### src/rtl/serial_uart_tx.sv
// serial_uart_tx: FIFO-buffered 8N1 UART transmitter for the serial console.
// Bytes are sent LSB first with no idle gap between queued frames.
module serial_uart_tx #(
  parameter int CLKS_PER_BIT = 434,
  parameter int FIFO_AW = 3
) (
  input  logic       clock,
  input  logic       reset,
  input  logic [7:0] data_in,
  input  logic       wren_in,
  output logic       ready_out,
  output logic       tx_out,
  output logic       busy_out,
  output logic       overflow_out
);
  localparam int BW = $clog2(CLKS_PER_BIT);
  localparam logic [BW-1:0] BLAST = BW'(CLKS_PER_BIT - 1);
  localparam logic [FIFO_AW:0] DEPTH = {1'b1, {FIFO_AW{1'b0}}};
  typedef enum logic [1:0] {IDLE, START, DATA, STOP} state_t;
  state_t state, state_nxt;
  logic [7:0] mem [2**FIFO_AW];
  logic [FIFO_AW-1:0] rptr, wptr;
  logic [FIFO_AW:0] count;
  logic [BW-1:0] bcnt, bcnt_nxt;
  logic [2:0] bidx, bidx_nxt;
  logic [7:0] shift, shift_nxt;
  logic tx_nxt, bterm, pop, push;
  // fullness uses the pre-edge count, so a same-edge pop never rescues a push
  assign push = wren_in && count != DEPTH;
  assign bterm = bcnt == BLAST;
  assign ready_out = count != DEPTH;
  assign busy_out = state != IDLE || count != '0;
  always_comb begin
    state_nxt = state;
    case (state)
      IDLE:  state_nxt = count != '0 ? START : IDLE;
      START: state_nxt = bterm ? DATA : START;
      DATA:  state_nxt = bterm && bidx == 3'd7 ? STOP : DATA;
      STOP:  state_nxt = !bterm ? STOP : count != '0 ? START : IDLE;
    endcase
    pop = count != '0 && (state == IDLE || (state == STOP && bterm));
    bcnt_nxt = (state == IDLE || bterm) ? '0 : bcnt + BW'(1);
    bidx_nxt = state == DATA ? bidx + 3'(bterm) : '0;
    shift_nxt = pop ? mem[rptr] : (state == DATA && bterm) ? shift >> 1 : shift;
    tx_nxt = state_nxt == START ? 1'b0 : state_nxt == DATA ? shift_nxt[0] : 1'b1;
  end
  always_ff @(posedge clock or negedge reset) begin
    if (!reset) begin
      state <= IDLE;
      rptr <= '0;
      wptr <= '0;
      count <= '0;
      bcnt <= '0;
      bidx <= '0;
      shift <= '0;
      tx_out <= 1'b1;
      overflow_out <= 1'b0;
    end else begin
      state <= state_nxt;
      bcnt <= bcnt_nxt;
      bidx <= bidx_nxt;
      shift <= shift_nxt;
      tx_out <= tx_nxt;
      if (push) wptr <= wptr + FIFO_AW'(1);
      if (pop) rptr <= rptr + FIFO_AW'(1);
      count <= count + (FIFO_AW+1)'(push) - (FIFO_AW+1)'(pop);
      if (wren_in && !push) overflow_out <= 1'b1;
    end
  end
  always_ff @(posedge clock) if (push) mem[wptr] <= data_in;
endmodule

### config.mk
export PLATFORM = sky130hd
export DESIGN_NAME = serial_uart_tx
export DESIGN_NICKNAME = d
export VERILOG_FILES = /design/src/rtl/serial_uart_tx.sv
export SDC_FILE = /design/constraint.sdc
export NUM_CORES = 1
export LEC_CHECK = 0
export CAP_MARGIN = 20
export CORE_MARGIN = 2
export CORE_UTILIZATION = 65
export CTS_BUF_LIST = sky130_fd_sc_hd__clkbuf_16
export DETAILED_ROUTE_END_ITERATION = 8
export PLACE_DENSITY_LB_ADDON = 0.1
export SLEW_MARGIN = 20
export SYNTH_ARGS = -nofsm -noshare
export SYNTH_HDL_FRONTEND = slang
export SYNTH_SLANG_ARGS = --single-unit
export TNS_END_PERCENT = 10
### constraint.sdc
create_clock -name clock -period 7.6 [get_ports clock]
set_clock_uncertainty 0.1 [all_clocks]
set_input_delay 2.28 -clock clock [delete_from_list [all_inputs] [get_ports clock]]
set_output_delay 2.28 -clock clock [all_outputs]
set_load 0.03 [all_outputs]
==> results of run 1 <==
==> metal layers <==
layer  global-route usage  vias up
met1               0.3179     1064
met3              0.03066        2
li1                     -     1001
met2               0.3442       42
met5                    0        -
met4              0.08358        0
==> worst max path at each step <==
stage	from	depth (start not counted)	slack, ps	end
floorplan	wren_in	7	3840	count[2]$_DFF_PN0_
global placement	wren_in	4	3140	mem[0][0]$_DFFE_PP_
detailed placement	wren_in	4	3090	mem[1][7]$_DFFE_PP_
CTS	count[2]$_DFF_PN0_	5	2940	busy_out
global route	count[2]$_DFF_PN0_	5	2810	busy_out
finish	count[2]$_DFF_PN0_	5	2960	busy_out
==> worst max-delay path: cells and delay by family (launching register included) <==
kind,cells,cell delay [ps]
buffers and inverters,2,720
AND/OR/NAND/NOR,2,670
flip-flops,1,360
adder cells (fa/ha/maj),1,160
==> final cells by class <==
type	count	area (um2)
Sequential cell	98	2775
Timing Repair Buffer	15	147.6
Multi-Input combinational cell	140	1306
Tap cell	77	96.34
Clock buffer	9	225.2
Clock inverter	7	67.56
Inverter	13	48.80
Fill cell	397	1610
==> cell families (layout without fill, tap and decap cells) <==
logic type	after synthesis	in the layout	synth area share
adders and majority gates	13	13	0.04079
buffers and inverters	22	44	0.02489
and+or+nand+nor	60	60	0.07289
xor gates and xnor gates	14	14	0.02939
DFF	98	98	0.6650
muxes	40	40	0.1443
AOI/OAI and AO/OA	13	13	0.02280
==> cells in the mapped netlist, drive strengths merged (2+ instances only) <==
cell,number,area share
clkbuf,4,0.0060
mux4,16,0.086
o21ai,4,0.0057
nor3,5,0.0087
nand2b,4,0.0060
mux2i,23,0.055
nand4,2,0.0030
dfrtp,33,0.20
nor2,23,0.021
xnor2,10,0.021
nand3,4,0.0048
inv,12,0.011
buf,5,0.0072
a21oi,2,0.0024
edfxtp,64,0.46
xor2,4,0.0084
nand2,14,0.013
or3b,2,0.0042
ha,12,0.036
==> cell usage in the layout, fill, tap and decap left out, types with 2 or more instances in the layout <==
master and count:
xor2_1 4, clkinv_4 2, or3b_2 2, nor3_1 2
ha_1 12, nor3_2 2, xnor2_1 10, mux2i_1 23
dfrtp_1 32, clkdlybuf4s50_1 14, clkbuf_16 9, nand2_1 14
mux4_2 16, a21oi_1 2, nand4_1 2, inv_8 3
edfxtp_1 64, inv_1 12, nand2b_1 4, nor2_1 22
nand3_1 4, o21ai_0 3
==> registers in the layout, summed over array words and instances (netlist names) <==
signal,flops
bcnt,9
mem,64
overflow_out,1
tx_out,1
rptr,3
count,4
wptr,3
state,2
shift,8
bidx,3
==> power breakdown <==
group          switching, uW  total [uW]  leakage [uW]  internal [uW]
logic                    109         184      0.000622           75.5
registers               33.6         680      0.000994            646
clock network            204         435      0.000142            231
total                    346        1300       0.00176            953
==> stage by stage <==
step | hold WS (ps) | instances | setup WS, ps | area (um2) | util
after floorplan | 373.0 | 260 | 3838 | 4172 | -
after global placement | 364.3 | 343 | 3145 | 4360 | 0.6946
after detailed placement | 368.9 | 343 | 3094 | 4360 | 0.6946
after CTS | 387.5 | 359 | 2940 | 4653 | 0.7413
after global routing | 402.7 | 359 | 2809 | 4667 | 0.7435
final | 388.7 | 359 | 2959 | 4667 | 0.7435
==> impl_metrics.ini, run 1 <==
[clock_tree]
cts_tree = yes
cts_root_buf = clkbuf_16
cts_buffers = 9
htree_levels = 3
cts_buffer_depth = 2
post_cts_buffers = 0
path_clk_slew_ps = 70
ctsResizeCount = 0
clock_latency_ps = 340
ctsHoldBuffers = 0
cts.sinks = 98

[min_path]
hold_path_end = overflow_out$_DFFE_PN0P_
min_from = overflow_out$_DFFE_PN0P_
holdPathStages = 1
hold_class = flip-flop to flip-flop

[sta]
maxSlewViolCount = 0
rsz0062_at_grt = no
finalCritPeriodShare = 0.6106
finalCriticalPeriod_ps = 4641
max_freq_mhz = 215.5
relSlewSlack = 0.3890
finalSetupTns_ps = 0
hold_viol_final = 0
finalSetupViolCount = 0
tightest_slew_ps = 913.1

[power]
ir_worst_vdd_mv = 0.2328
leakage_uw = 0.001758
finalPower_uw = 1298
p_per_area_nw_per_um2 = 278.2

[drt]
drt_iter0_markers = 147
drc_errors = 0
dr_wl_met3_um = 256
antenna_left = 0
wl_met2_mm = 3.516
wl_mm = 6.831
drt-pass1-iter-count = 4
routed_via_density = 5.875
wire_per_inst_um = 19.03
met1Wirelength_mm = 3.028
vias = 2109
routed.top_layer = met4

[final_layout]
area_growth_pct = 11.88
diodes = 0
drive_above_1_share = 0.1631
fin_nets = 301

[setup_path]
crit_type = flip-flop to primary output
r2r_setup_slack_ps = 4120
cp_data_required_time_ps = 5220
path_cells = inv_1 -> ha_1 -> nor3b_1 -> nand2_1 -> clkdlybuf4s50_1
cp_slowest_stage_delay_ps = 620
reg2reg_depth = 11
r2r_end = count[2]$_DFF_PN0_
r2r-start = count[2]$_DFF_PN0_
worst_setup_path_start_kind = flip-flop
crit_fanout = 4
cp_data_arrival_time_ps = 2260
cpMaxStageDelayCell = clkdlybuf4s50_1
end_kind = primary output

[place]
dp_hpwl_mm = 4.573
port_buffers = 14
gp_congestion = 0.7421

[logic_synthesis]
synth_area_per_cell_um2 = 16.04
syn_area_um2 = 4172
async_flop_share = 0.3469
yosysWarningCount = 0
synthCells = 260
yosysSeqAreaShare = 0.6650
ys_ff_latch = 98
ys_types = 41
synthesis.nets = 284
ys.flop_type = edfxtp_1
synth_edf_count = 64

[global_routing]
grt_antenna_before_repair = 0
grt_pass1_vias = 2243
grt_start_max_net_pins = 35
grt.overflow.total = 0
grt_pass1_wl_mm = 11.63
track_usage = 0.2187

[floorplanning]
dieArea_um2 = 7074
fp.dieW_um = 84.11
rows = 29
die_y_um = 84.11
core_area_um2 = 6277
io_pins = 15
start_util = 0.6645

[status]
outcome = completed

[run]
drv_cap = 0
No activity file was read; power rests on OpenSTA's default activity.
==> run 2: changes to the inputs <==
Settings changed: CORE_UTILIZATION 65 to 60.
Clock period 7.6 ns to 4.8 ns, I/O delays scaled along.
==> run 2 against run 1 <==
Effect of this change:
- flip-flop and latch count unchanged
- first-iteration DRC count fell by 22%
- wire length is 2.6% lower
- non-clock buffer count rose by 3
- via count up 0.28%
- critical path type unchanged
- largest cell class unchanged
==> impl_metrics.ini, run 2 (synthesis gave the netlist of run 1 again) <==
[clock_tree]
cts_buffers = 9
cts_root_buf = clkbuf_16
clock_latency_ps = 340
htree_levels = 3
cts_tree = yes
path_clk_slew_ps = 70
cts_buffer_depth = 2
cts.sinks = 98
post_cts_buffers = 0
ctsResizeCount = 0
ctsHoldBuffers = 0

[global_routing]
grt_start_max_net_pins = 35
grt.overflow.total = 0
track_usage = 0.2025
grt_antenna_before_repair = 0
grt_pass1_wl_mm = 11.23
grt_pass1_vias = 2207

[sta]
rsz0062_at_grt = no
finalSetupTns_ps = 0
finalCriticalPeriod_ps = 3760
tightest_slew_ps = 831.4
relSlewSlack = 0.4457
finalSetupViolCount = 0
maxSlewViolCount = 0
max_freq_mhz = 266.0
finalCritPeriodShare = 0.7833
hold_viol_final = 0

[final_layout]
largest_register = mem
fin_nets = 304
area_growth_pct = 12.66
final_common_cell = edfxtp_1
mostFrequentLayoutCells = edfxtp_1 (64), dfrtp_1 (32), mux2i_1 (23), nor2_1 (23), mux4_2 (16)
largest_reg_flops = 64
instances_no_fill = 365
reg_top3 = mem: 64 flops, bcnt: 9 flops, shift: 8 flops
drive_above_1_share = 0.1614
finalInstanceArea_um2 = 4700
diodes = 0

[floorplanning]
dieArea_um2 = 7635
core_area_um2 = 6756
rows = 30
start_util = 0.6174
die_y_um = 87.38
io_pins = 15
fp.dieW_um = 87.38

[drt]
drc_errors = 0
antenna_left = 0
routed_via_density = 5.795
drt_iter0_markers = 115
vias = 2115
drt-pass1-iter-count = 4
wire_per_inst_um = 18.22
wl_mm = 6.650

[setup_path]
worst_setup_path_start_kind = flip-flop
crit_type = flip-flop to primary output
cp_data_required_time_ps = 3260
end_kind = primary output
crit_fanout = 4
cp_data_arrival_time_ps = 2220

[run]
drv_cap = 0

[place]
gp_congestion = 0.8140
placed_area_um2 = 4387
port_buffers = 14
dp.cells = 349
dp_hpwl_mm = 4.386

[min_path]
hold_class = flip-flop to flip-flop

[status]
outcome = completed

[power]
ir_worst_vdd_mv = 0.4033
leakage_uw = 0.001777
p_per_area_nw_per_um2 = 446.8
[run 2: area by class of cell]
type / count / area [um2]
flip-flops and latches: 98 / 2775
fillers: 451 / 2057
multi-input cells: 140 / 1294
clock buffers: 9 / 225.2
repair buffers: 18 / 170.2
well taps: 80 / 100.1
clock inverters: 7 / 86.33
inverters: 13 / 48.80
[run 2: per-layer routing]
layer | up-vias | part of all wire | routed length [um] | GRT usage
met4 | 0 | 0.019 | 125 | 0.07972
met5 | - | 0 | 0 | 0
met1 | 1065 | 0.44 | 2914 | 0.2744
li1 | 1003 | - | - | -
met2 | 38 | 0.51 | 3375 | 0.3244
met3 | 9 | 0.035 | 235 | 0.04265
[run 2: metrics by stage]
step                      power, uW  utilization  setup slack (ps)  hold slack (ps)
after floorplan                1272            -              1878            373.0
after global placement         1371       0.6493              1313            357.7
after detailed placement       1379       0.6493              1291            367.3
after CTS                      2116       0.6954              1035            383.2
after global routing           2191       0.6956             927.9            428.0
final                          2100       0.6956              1040            375.4
[run 2: worst paths after layout]
path	from	end	slack, ps	depth (start not counted)
min reg2reg	overflow_out$_DFFE_PN0P_	overflow_out$_DFFE_PN0P_	380	1
max reg2reg	count[2]$_DFF_PN0_	count[2]$_DFF_PN0_	1790	12
max in group asynchronous	reset	tx_out$_DFF_PN1_	2850	2
max	count[2]$_DFF_PN0_	busy_out	1040	5
min	overflow_out$_DFFE_PN0P_	overflow_out$_DFFE_PN0P_	380	1
min in group asynchronous	reset	count[3]$_DFF_PN0_	1400	2
[run 2: where the power goes]
part	switching (uW)	total, uW	leakage, uW	internal [uW]
clock	324	738	0.000150	414
combinational	168	290	0.000633	122
sequential	49.7	1070	0.000994	1020
[run 2: critical path, stage by stage (launching register included)]
cell and delay (ps):
dfrtp_1 360, inv_1 100, ha_1 160, nor3b_1 540
nand2_1 90, clkdlybuf4s50_1 620
